### config.mk
export PLATFORM = sky130hd
export DESIGN_NAME = mem_burst_ctrl
export DESIGN_NICKNAME = d
export VERILOG_FILES = /design/src/rtl/mem_burst_ctrl.sv
export SDC_FILE = /design/constraint.sdc
export NUM_CORES = 1
export LEC_CHECK = 0
export BUFFER_PORTS_ARGS = -buffer_cell sky130_fd_sc_hd__buf_2
export CELL_PAD_IN_SITES_DETAIL_PLACEMENT = 1
export CELL_PAD_IN_SITES_GLOBAL_PLACEMENT = 1
export CORE_UTILIZATION = 28
export CTS_BUF_LIST = sky130_fd_sc_hd__clkbuf_8 sky130_fd_sc_hd__clkbuf_16
export DETAILED_ROUTE_END_ITERATION = 8
export PLACE_DENSITY_LB_ADDON = 0.08
export REMOVE_ABC_BUFFERS = 1
export SYNTH_ARGS = -nofsm -noshare
export SYNTH_HDL_FRONTEND = slang
export SYNTH_SLANG_ARGS = --single-unit
### constraint.sdc
create_clock -name clk -period 2.5 [get_ports clk]
set_input_delay 0.5 -clock clk [delete_from_list [all_inputs] [get_ports clk]]
set_output_delay 0.5 -clock clk [all_outputs]
set_load 0.02 [all_outputs]
### src/rtl/mem_burst_ctrl.sv
// Burst command sequencer in front of a single-port memory: splits one burst into single-beat requests.
// Optional RESP watchdog enabled by defining MEM_BURST_TIMEOUT_EN.
module mem_burst_ctrl #(
    parameter int WIDTH      = 8,
    parameter int DEPTH      = 256,
    parameter int ADDR_WIDTH = $clog2(DEPTH),
    parameter int LEN_WIDTH  = 4,
    parameter int TIMEOUT    = 15
) (
    input  logic                  clk,
    input  logic                  res,
    input  logic                  cmd_valid,
    output logic                  cmd_ready,
    input  logic                  cmd_wr,
    input  logic [ADDR_WIDTH-1:0] cmd_addr,
    input  logic [LEN_WIDTH-1:0]  cmd_len,
    input  logic                  wd_valid,
    output logic                  wd_ready,
    input  logic [WIDTH-1:0]      wd_data,
    output logic                  rd_valid,
    input  logic                  rd_ready,
    output logic [WIDTH-1:0]      rd_data,
    output logic                  rd_last,
    output logic                  mem_valid,
    output logic                  mem_wr_rd,
    output logic [ADDR_WIDTH-1:0] mem_addr,
    output logic [WIDTH-1:0]      mem_wdata,
    input  logic [WIDTH-1:0]      mem_rdata,
    input  logic                  mem_ready,
    output logic                  busy,
    output logic                  err
);

    typedef enum logic [1:0] {IDLE, REQ, RESP, OUT} state_t;

    state_t                state, state_nx;
    logic                  wr_q;
    logic [ADDR_WIDTH-1:0] addr_q, addr_inc;
    logic [LEN_WIDTH-1:0]  len_q, beat_q;
    logic                  last_beat;
    logic                  req_go;
    logic                  timeout_hit;

    if (TIMEOUT < 1) begin : g_bad_timeout
        $error("mem_burst_ctrl: TIMEOUT must be at least 1");
    end

    assign last_beat = (beat_q == len_q);
    assign addr_inc  = (addr_q == ADDR_WIDTH'(DEPTH - 1)) ? '0 : addr_q + 1'b1;
    assign req_go    = !wr_q || wd_valid;
    assign cmd_ready = (state == IDLE);
    assign wd_ready  = (state == REQ) && wr_q;
    assign busy      = (state != IDLE);

`ifdef MEM_BURST_TIMEOUT_EN
    localparam int TW = $clog2(TIMEOUT + 1);
    logic [TW-1:0] tcnt;

    // Counts completed RESP cycles; fires on the last allowed one.
    always_ff @(posedge clk or negedge res) begin
        if (!res)
            tcnt <= '0;
        else if (state != RESP)
            tcnt <= '0;
        else
            tcnt <= tcnt + 1'b1;
    end

    assign timeout_hit = (state == RESP) && !mem_ready && (tcnt == TW'(TIMEOUT - 1));
`else
    assign timeout_hit = 1'b0;
`endif

    always_ff @(posedge clk or negedge res) begin
        if (!res)
            state <= IDLE;
        else
            state <= state_nx;
    end

    always_comb begin
        state_nx = state;
        case (state)
            IDLE: if (cmd_valid) state_nx = REQ;
            REQ:  if (req_go) state_nx = RESP;
            RESP: begin
                if (mem_ready) begin
                    if (!wr_q)
                        state_nx = OUT;
                    else
                        state_nx = last_beat ? IDLE : REQ;
                end else if (timeout_hit) begin
                    state_nx = IDLE;
                end
            end
            OUT:  if (rd_ready) state_nx = last_beat ? IDLE : REQ;
        endcase
    end

    always_ff @(posedge clk or negedge res) begin
        if (!res) begin
            wr_q      <= 1'b0;
            addr_q    <= '0;
            len_q     <= '0;
            beat_q    <= '0;
            mem_valid <= 1'b0;
            mem_wr_rd <= 1'b0;
            mem_addr  <= '0;
            mem_wdata <= '0;
            rd_valid  <= 1'b0;
            rd_data   <= '0;
            rd_last   <= 1'b0;
            err       <= 1'b0;
        end else begin
            mem_valid <= 1'b0;
            case (state)
                IDLE: begin
                    if (cmd_valid) begin
                        wr_q   <= cmd_wr;
                        addr_q <= cmd_addr;
                        len_q  <= cmd_len;
                        beat_q <= '0;
                        err    <= 1'b0;
                    end
                end
                REQ: begin
                    if (req_go) begin
                        mem_valid <= 1'b1;
                        mem_wr_rd <= wr_q;
                        mem_addr  <= addr_q;
                        if (wr_q) mem_wdata <= wd_data;
                    end
                end
                RESP: begin
                    if (mem_ready) begin
                        if (!wr_q) begin
                            rd_data  <= mem_rdata;
                            rd_valid <= 1'b1;
                            rd_last  <= last_beat;
                        end else if (!last_beat) begin
                            addr_q <= addr_inc;
                            beat_q <= beat_q + 1'b1;
                        end
                    end else if (timeout_hit) begin
                        err <= 1'b1;
                    end
                end
                OUT: begin
                    if (rd_ready) begin
                        rd_valid <= 1'b0;
                        rd_last  <= 1'b0;
                        if (!last_beat) begin
                            addr_q <= addr_inc;
                            beat_q <= beat_q + 1'b1;
                        end
                    end
                end
            endcase
        end
    end

endmodule

==> results.cfg, run 1 <==
[detailed_routing]
drc = 0
dr_wl_met3_um = 275
routed.top_layer = met4
wl_met1_um = 2550
wire_per_inst_um = 15.0
wl_um = 5360
dr.pass1.iters = 4
drtIter0Drc = 84
num_vias = 1690
dr_wl_met2_um = 2470
via_per_inst = 4.73
ant_nets = 0

[power_and_ir_drop]
pwr-share-clk = 0.162
pwr-share-comb = 0.453
swShare = 0.412
pwr_density_cell_mw_per_mm2 = 1330
power.internal_mw = 2.15
leakage_nw = 1.29
switching_power_mw = 1.51
ir_drop_uv = 398
pwr-share-seq = 0.385

[cts]
htreeDepth = 2
hold_buffers = 0
clk_latency_ns = 0.31
cts_tree = done
cts_setup_buffers = 0
path_clk_slew_ns = 0.09
numCtsBuffers = 5
cts_resized = 0
ctsLongestPathBuffers = 2
root_buffer = clkbuf_8
cts_sinks = 47

[critical_path]
critPathLaunchType = flip-flop
critPathSlowestCell = or3b_1
cp_data_required_time_ns = 2.69
crit_type = flip-flop to flip-flop
crit_chain = or3b_1 -> and3_4 -> a21oi_2 -> mux2_1
cpPeakStageDelay_ns = 0.60
cp.arrival_ns = 2.29
cp-end-kind = flip-flop
cp_max_fo = 12

[flow_run]
drv_cap = 0

[logic_synthesis]
netlist_instances = 188
ys.flop_type = dfrtp_1
yosysTopAreaCellShare = 0.532
seq_area_frac_synth = 0.532
yosys_warnings = 0
async_flop_share = 1.00
synth_cell_types = 52
yosysMostFrequentCell = dfrtp_1
synth_top_cell_by_area = dfrtp_1
synth_common_cells = dfrtp_1, mux2_1, nand2_1, mux2_2, nand3_1
synth_seq_cells = 47
synth_area_per_cell_um2 = 11.8
netlist_top_cells_area = dfrtp_1, mux2_1, mux2_2
syn_area_mm2 = 0.00221
synth_edf_count = 0

[cells_and_area]
area_growth_pct = 24.9
multi_input_area_um2 = 957
final_area_mm2 = 0.00276
layout.nets = 291
n_fill_cell = 910
antenna_cells = 0
regArea_mm2 = 0.00118
drive_above_1_share = 0.376

[global_route]
grtUsageTotal = 0.138
grt_pass1_wl_um = 8920
grt_antenna_before_repair = 0
overflow = 0
grt_pass1_vias = 1786
grt_start_max_net_pins = 35

[place]
port_buffers = 65
dpl_cell_area_mm2 = 0.00265
gp_congestion = 0.709
dpl.hpwl_um = 3900

[floorplan]
dieArea_mm2 = 0.00826
core_mm2 = 0.00769
start_util = 0.288
die_y_um = 90.9
rows = 32
ios = 67
die_width_um = 90.9

[sta]
clock-skew-final_ns = 0.00858
fin_crit_sh = 0.838
fmax_ghz = 0.477
maxSlewViolCount = 0
finalHoldViolCount = 0
min_period_ns = 2.10
max-slew-margin-rel = 0.673
rsz0062_at_grt = no
fin_hold_ws_ns = 0.0635
finalSetupViolCount = 0
worstMarginPinSlew_ns = 0.485

[min_path]
hold_class = input pin to asynchronous set/reset pin

[run_status]
status = completed
flip-flops by register name, summed over array words and instances, names as in the netlist:
register   count
mem_wr_rd      1
rd_valid       1
len_q          4
rd_data        8
mem_addr       8
mem_valid      1
rd_last        1
wr_q           1
addr_q         8
mem_wdata      8
beat_q         4
state          2
cells in the final DEF, fill, tap and decap left out, types with 2 or more instances in the layout:
master	count
buf_2	65
dfrtp_1	47
mux2_1	19
nand2_1	14
mux2_2	11
nand3_1	8
a21oi_1	7
nor2_1	6
clkbuf_8	6
inv_1	5
buf_4	5
xnor2_1	4
o21ai_0	4
nand4_1	3
a22o_1	3
o311ai_1	3
nand2b_1	2
nor4b_1	2
a21o_1	2
a211oi_1	2
nor3_1	2
o22ai_1	2
or4_1	2
ha_1	2
routing by layer:
| metal | vias up | GRT usage |
|---|---|---|
| met3 | 5 | 0.0362 |
| met4 | 0 | 0.0437 |
| met1 | 827 | 0.183 |
| met5 | - | 0 |
| met2 | 45 | 0.220 |
| li1 | 813 | - |
through the flow:
stage | TNS, ns | total power, mW | instances | utilization | setup WS (ns)
after floorplan | -0.736 | 2.52 | 177 | - | -0.0919
after global placement | 0 | 3.09 | 349 | 0.344 | 0.433
after detailed placement | 0 | 3.12 | 349 | 0.344 | 0.369
after CTS | 0 | 3.73 | 357 | 0.360 | 0.399
after global routing | 0 | 3.95 | 357 | 0.360 | 0.330
final | 0 | 3.66 | 357 | 0.360 | 0.404
power by group through the flow:
stage	combinational [mW]	sequential [mW]	clock, mW
after floorplan	0.854	1.67	0
after global placement	1.67	1.42	0
after detailed placement	1.69	1.43	0
after CTS	1.69	1.42	0.617
after global routing	1.83	1.47	0.644
final	1.66	1.41	0.593
layout make-up:
| type | count | area share |
|---|---|---|
| Sequential cell | 47 | 0.426 |
| Multi-Input combinational cell | 124 | 0.346 |
| Timing Repair Buffer | 70 | 0.131 |
| Tap cell | 102 | 0.0462 |
| Clock buffer | 6 | 0.0299 |
| Clock inverter | 2 | 0.0127 |
| Inverter | 6 | 0.00815 |
critical path: cells and delay by family, from the launching register on:
kind | cells | cell delay, ns
muxes | 1 | 0.36
DFF | 1 | 0.52
AOI/OAI and AO/OA | 1 | 0.23
and+or+nand+nor | 2 | 0.87
cells by family after synthesis:
| group | Yosys count | share of synthesized area |
|---|---|---|
| other | 1 | 0.00170 |
| AND/OR/NAND/NOR | 52 | 0.130 |
| multiplexers | 31 | 0.163 |
| adder cells (fa/ha/maj) | 2 | 0.0113 |
| buffers and inverters | 17 | 0.0385 |
| XOR/XNOR | 4 | 0.0158 |
| flip-flops | 47 | 0.532 |
| AO/OA/AOI/OAI | 34 | 0.108 |
final timing paths:
| kind | cells past startpoint | slack (ns) | end | start |
|---|---|---|---|---|
| max | 4 | 0.40 | addr_q[0] | state[0] |
| min | 1 | 0.06 | mem_valid | res |
| max reg2reg | 4 | 0.40 | addr_q[0] | state[0] |
| min reg2reg | 1 | 0.48 | rd_valid | rd_valid |
| max in group asynchronous | 2 | 1.66 | len_q[2] | res |
| min in group clk | 2 | 0.39 | mem_wdata[1] | wd_data[1] |
No activity file was read; power rests on OpenSTA's default activity.
==> run 2: changes to the inputs <==
--- a/config.mk
+++ b/config.mk
@@ -5,6 +5,7 @@
 export SDC_FILE = /design/constraint.sdc
 export NUM_CORES = 1
 export LEC_CHECK = 0
+export ABC_AREA = 1
 export BUFFER_PORTS_ARGS = -buffer_cell sky130_fd_sc_hd__buf_2
 export CELL_PAD_IN_SITES_DETAIL_PLACEMENT = 1
 export CELL_PAD_IN_SITES_GLOBAL_PLACEMENT = 1
==> constraint.sdc (replaced) <==
create_clock -name clk -period 1.87 [get_ports clk]
set_input_delay 0.374 -clock clk [delete_from_list [all_inputs] [get_ports clk]]
set_output_delay 0.374 -clock clk [all_outputs]
set_load 0.02 [all_outputs]
==> run 2 against run 1 <==
Final cell count increased by 22%; utilization up 0.37 points; critical path type is now flip-flop to primary output; non-clock buffer count shrank 1; largest cell class unchanged; register-to-register slack got worse by 0.19 ns; critical endpoint is now wd_ready; synthesized cell count up 40%; sequential power up 28%; first-iteration DRC count decreased by 43%; area after synthesis rose by 2.5%; die area grew 2.4%; hold slack got worse by 0.044 ns; via count rose by 12%; critical path depth stayed put.
==> results.cfg, run 2 <==
[sta]
finalSetupViolCount = 0
finalHoldViolCount = 0
fin_crit_sh = 0.931
fmax_ghz = 0.575
rsz0062_at_grt = no
max-slew-margin-rel = 0.641
setup_ws_ns = 0.129
clock-skew-final_ns = 0.0133
min_period_ns = 1.74
maxSlewViolCount = 0
worstMarginPinSlew_ns = 0.537
setup_tns_ns = 0

[cells_and_area]
final_common_cell = nand2_1
layout.nets = 371
drive_above_1_share = 0.307
area_growth_pct = 24.4
postLayoutCoreUtil = 0.363
mostFrequentLayoutCells = nand2_1, buf_2, dfrtp_1
antenna_cells = 0

[flow_run]
drv_cap = 0

[global_route]
grt_pass1_vias = 1955
grt_start_max_net_pins = 28
grt_pass1_wl_um = 9210
overflow = 0
grtUsageTotal = 0.138
grt_antenna_before_repair = 0

[critical_path]
cp-end-kind = primary output
cpPeakStageDelay_ns = 0.43
cp_max_fo = 6
critPathLaunchType = flip-flop
crit_type = flip-flop to primary output
critPathSlowestCell = dfrtp_1
crit_chain = inv_1 -> nand2_2 -> nor2_2 -> buf_2
cp.arrival_ns = 1.37
cp_data_required_time_ns = 1.50

[cts]
htreeDepth = 2
cts_sinks = 47
clk_latency_ns = 0.31
ctsLongestPathBuffers = 2
root_buffer = clkbuf_8
numCtsBuffers = 5
cts_tree = done
hold_buffers = 0
path_clk_slew_ns = 0.10
cts_setup_buffers = 0

[logic_synthesis]
synth_edf_count = 0
yosysMostFrequentCell = nand2_1
netlist_top_cells_area = dfrtp_1, nand2_1, mux2_4
syn_area_mm2 = 0.00227
netlist_instances = 264
synth_common_cells = nand2_1, dfrtp_1, inv_1, nor2_1, o21ai_0
synth_area_per_cell_um2 = 8.59
seq_area_frac_synth = 0.519
yosysTopAreaCellShare = 0.519
ys.flop_type = dfrtp_1
async_flop_share = 1.00
synth_top_cell_by_area = dfrtp_1
yosys_warnings = 0
synth_cell_types = 25
synth_seq_cells = 47

[detailed_routing]
wire_per_inst_um = 12.4
ant_nets = 0
drtIter0Drc = 48
wl_um = 5400
dr.pass1.iters = 4
num_vias = 1898
via_per_inst = 4.34
drc = 0

[power_and_ir_drop]
pwr_density_cell_mw_per_mm2 = 1710
ir_drop_uv = 603
leakage_nw = 1.55

[place]
dpl_worst_slack_ns = 0.180
gp_congestion = 0.778
port_buffers = 65
dpl.hpwl_um = 4110

[min_path]
hold_class = input pin to asynchronous set/reset pin

[floorplan]
rows = 32
die_y_um = 92.0
start_util = 0.292
die_width_um = 92.0
ios = 67
core_mm2 = 0.00777
dieArea_mm2 = 0.00846

[run_status]
status = completed
[run 2: cell types whose count changed after synthesis, sizes merged, moves of 4 or more]
cell,previous run,this run
nand2,14,101
nand3,8,12
o21ai,5,14
xnor2,4,0
mux2,30,16
nor2,6,24
inv,6,26
[run 2: cell families after synthesis]
family / Yosys count / share of synthesized area
AO/OA/AOI/OAI: 23 / 0.0519
XOR/XNOR: 1 / 0.00386
adder cells (fa/ha/maj): 2 / 0.0110
buffers and inverters: 32 / 0.0591
flip-flops: 47 / 0.519
multiplexers: 16 / 0.0911
other: 1 / 0.00165
AND/OR/NAND/NOR: 142 / 0.263
[run 2: worst max-delay path: cells and delay by family (launching register included)]
kind | cells | cell delay (ns)
flip-flops | 1 | 0.43
buffers and inverters | 2 | 0.33
AND/OR/NAND/NOR | 2 | 0.30
[run 2: cell type report]
class / count / area (um^2)
clock buffer: 5 / 68.8
inverter: 26 / 97.6
fill: 971 / 4950
timing repair buffer: 69 / 368
tap: 102 / 128
sequential: 47 / 1180
clock inverter: 3 / 23.8
multi-input combinational: 185 / 960
[run 2: stage by stage]
stage	std cells	area, um^2	hold WS [ns]	total power [mW]
final	437	2820	0.0194	4.83
after global routing	437	2820	0.0564	5.28
after CTS	437	2820	0.0334	4.93
after detailed placement	429	2730	0.379	4.26
after global placement	429	2730	0.378	4.21
after floorplan	258	2230	0.0784	3.43
[run 2: what timing repair did]
action                                  in CTS  in global routing
endpoints found under the setup margin       0                  1
resized for setup                            0                  1
endpoints found under the hold margin        0                  0
[run 2: per-layer routing]
metal,up-vias,track usage,wire [um]
met3,8,0.0307,215
met1,887,0.174,2490
met5,-,0,0
met2,39,0.234,2610
li1,964,-,-
met4,0,0.0430,76
[run 2: power breakdown]
group / total [mW] / internal, mW / switching (mW)
clock: 0.646 / 0.268 / 0.378
sequential: 1.81 / 1.48 / 0.323
combinational: 2.38 / 0.892 / 1.48
[run 2: worst paths after layout]
path | startpoint | endpoint | slack (ns) | depth (start not counted)
max | state[1] | wd_ready | 0.13 | 4
min | res | mem_addr[4] | 0.02 | 1
max reg2reg | state[0] | rd_data[2] | 0.21 | 3
min reg2reg | mem_wr_rd | mem_wr_rd | 0.48 | 2
max in group asynchronous | res | wr_q | 1.32 | 2
min in group clk | mem_rdata[4] | rd_data[4] | 0.29 | 2
==> run 3: changes to the inputs <==
==> constraint.sdc (replaced) <==
create_clock -name clk -period 1.87 [get_ports clk]
set_input_delay 0.374 -clock clk [delete_from_list [all_inputs] [get_ports clk]]
set_output_delay 0.374 -clock clk [all_outputs]
set_load 0.01 [all_outputs]
==> run 3 against run 2 <==
Non-clock buffer count up 1; hold slack better by 0.0094 ns; clock skew is essentially flat; critical path depth stayed put; worst setup slack gained 0.0078 ns; power fell by 1.8%; utilization is 0.35 points higher; final cell count up 0.23%; die area unchanged; global-route usage increased by 0.20 points; highest routed layer unchanged; flip-flop and latch count stayed put; via count rose by 1.6%.
==> results.cfg, run 3 (synthesis gave the netlist of run 2 again) <==
[sta]
max-slew-margin-rel = 0.631
clock-skew-final_ns = 0.0133
setup_tns_ns = 0
setup_ws_ns = 0.137
fmax_ghz = 0.577
finalHoldViolCount = 0
min_period_ns = 1.73
finalSetupViolCount = 0
fin_hold_ws_ns = 0.0288
rsz0062_at_grt = no
maxSlewViolCount = 0
worstMarginPinSlew_ns = 0.553
fin_crit_sh = 0.927

[detailed_routing]
wire_per_inst_um = 12.6
dr.pass1.iters = 4
drtIter0Drc = 82
wl_um = 5540
via_per_inst = 4.40
num_vias = 1928
ant_nets = 0
drc = 0

[cts]
cts_resized = 0
hold_buffers = 0
root_buffer = clkbuf_8
cts_tree = done
ctsLongestPathBuffers = 2
cts_sinks = 47
clk_latency_ns = 0.31
path_clk_slew_ns = 0.10
numCtsBuffers = 5
htreeDepth = 2
cts_setup_buffers = 0

[power_and_ir_drop]
pwr_density_cell_mw_per_mm2 = 1670
ir_drop_uv = 646
leakage_nw = 1.57

[floorplan]
dieArea_mm2 = 0.00846
start_util = 0.292
die_y_um = 92.0
ios = 67
die_width_um = 92.0
rows = 32
core_mm2 = 0.00777

[critical_path]
crit_chain = inv_1 -> nand2_1 -> nor2_2 -> buf_2
reg2reg_to = rd_data[7]
r2r_start = state[0]
cpPeakStageDelay_ns = 0.41
cp_top_family = flip-flops
cp_num_buf_inv = 2
cp_data_required_time_ns = 1.50
critPathLaunchType = flip-flop
r2r_cells = 3
crit_type = flip-flop to primary output
cp.arrival_ns = 1.36
cp_num_cells = 4
cp-endpoint = wd_ready
critPathSlowestCell = dfrtp_1
cp_max_fo = 6
ff2ff_setup_slack_ns = 0.23
cp-end-kind = primary output
crit_start = state[1]

[place]
dpl.hpwl_um = 4160
port_buffers = 65
gp_congestion = 0.774
dpl_worst_slack_ns = 0.203

[global_route]
grtUsageMet2 = 0.223
overflow = 0
grt_use_met1 = 0.193
top_usage_layer = met2
grt_pass1_wl_um = 9340
grt_antenna_before_repair = 0
grtUsageMet3 = 0.0307
grtUsageTotal = 0.140
grt_start_max_net_pins = 27
grt_pass1_vias = 1921

[cells_and_area]
layout.nets = 372
drive_above_1_share = 0.307
final_common_cell = nand2_1
antenna_cells = 0
area_growth_pct = 25.7
mostFrequentLayoutCells = nand2_1, buf_2, dfrtp_1

[run_status]
status = completed

[min_path]
hold_class = input pin to asynchronous set/reset pin

[flow_run]
drv_cap = 0
[run 3: cell type report]
type | instances | area [um^2]
clock buffers | 5 | 68.8
clock inverters | 3 | 46.3
fillers | 952 | 4920
inverters | 26 | 97.6
multi-input cells | 185 | 957
flip-flops and latches | 47 | 1180
well taps | 102 | 128
repair buffers | 70 | 375
[run 3: layer usage]
layer	wire length, um	vias up
met5	0	-
met3	197	6
met1	2680	917
met2	2610	39
li1	-	966
met4	61	0
[run 3: worst reg2reg max path: cells and delay by family (launching register included)]
family,cells,cell delay (ns)
DFF,1,0.46
muxes,1,0.42
and+or+nand+nor,2,0.66
[run 3: worst min path at each step]
stage	endpoint	depth (start not counted)	startpoint	slack, ns
4_1_cts	mem_addr[7]	1	res	0.04
6_report	mem_addr[5]	1	res	0.03
3_5_place_dp	mem_addr[5]	1	res	0.39
5_1_grt	mem_addr[4]	1	res	0.07
3_3_place_gp	mem_addr[4]	1	res	0.39
2_1_floorplan	addr_q[0]	0	res	0.08
[run 3: power breakdown]
group	internal (mW)	leakage, nW	switching (mW)
Sequential	1.48	0.578	0.326
Combinational	0.900	0.937	1.26
Clock	0.403	0.0548	0.373
Total	2.79	1.57	1.96
[run 3: through the flow]
step | power [mW] | cell area (um^2) | instances | utilization
after floorplan | 3.19 | 2230 | 258 | -
after global placement | 3.98 | 2730 | 430 | 0.352
after detailed placement | 4.03 | 2730 | 430 | 0.352
after CTS | 4.86 | 2850 | 438 | 0.367
after global routing | 5.17 | 2850 | 438 | 0.367
final | 4.74 | 2850 | 438 | 0.367
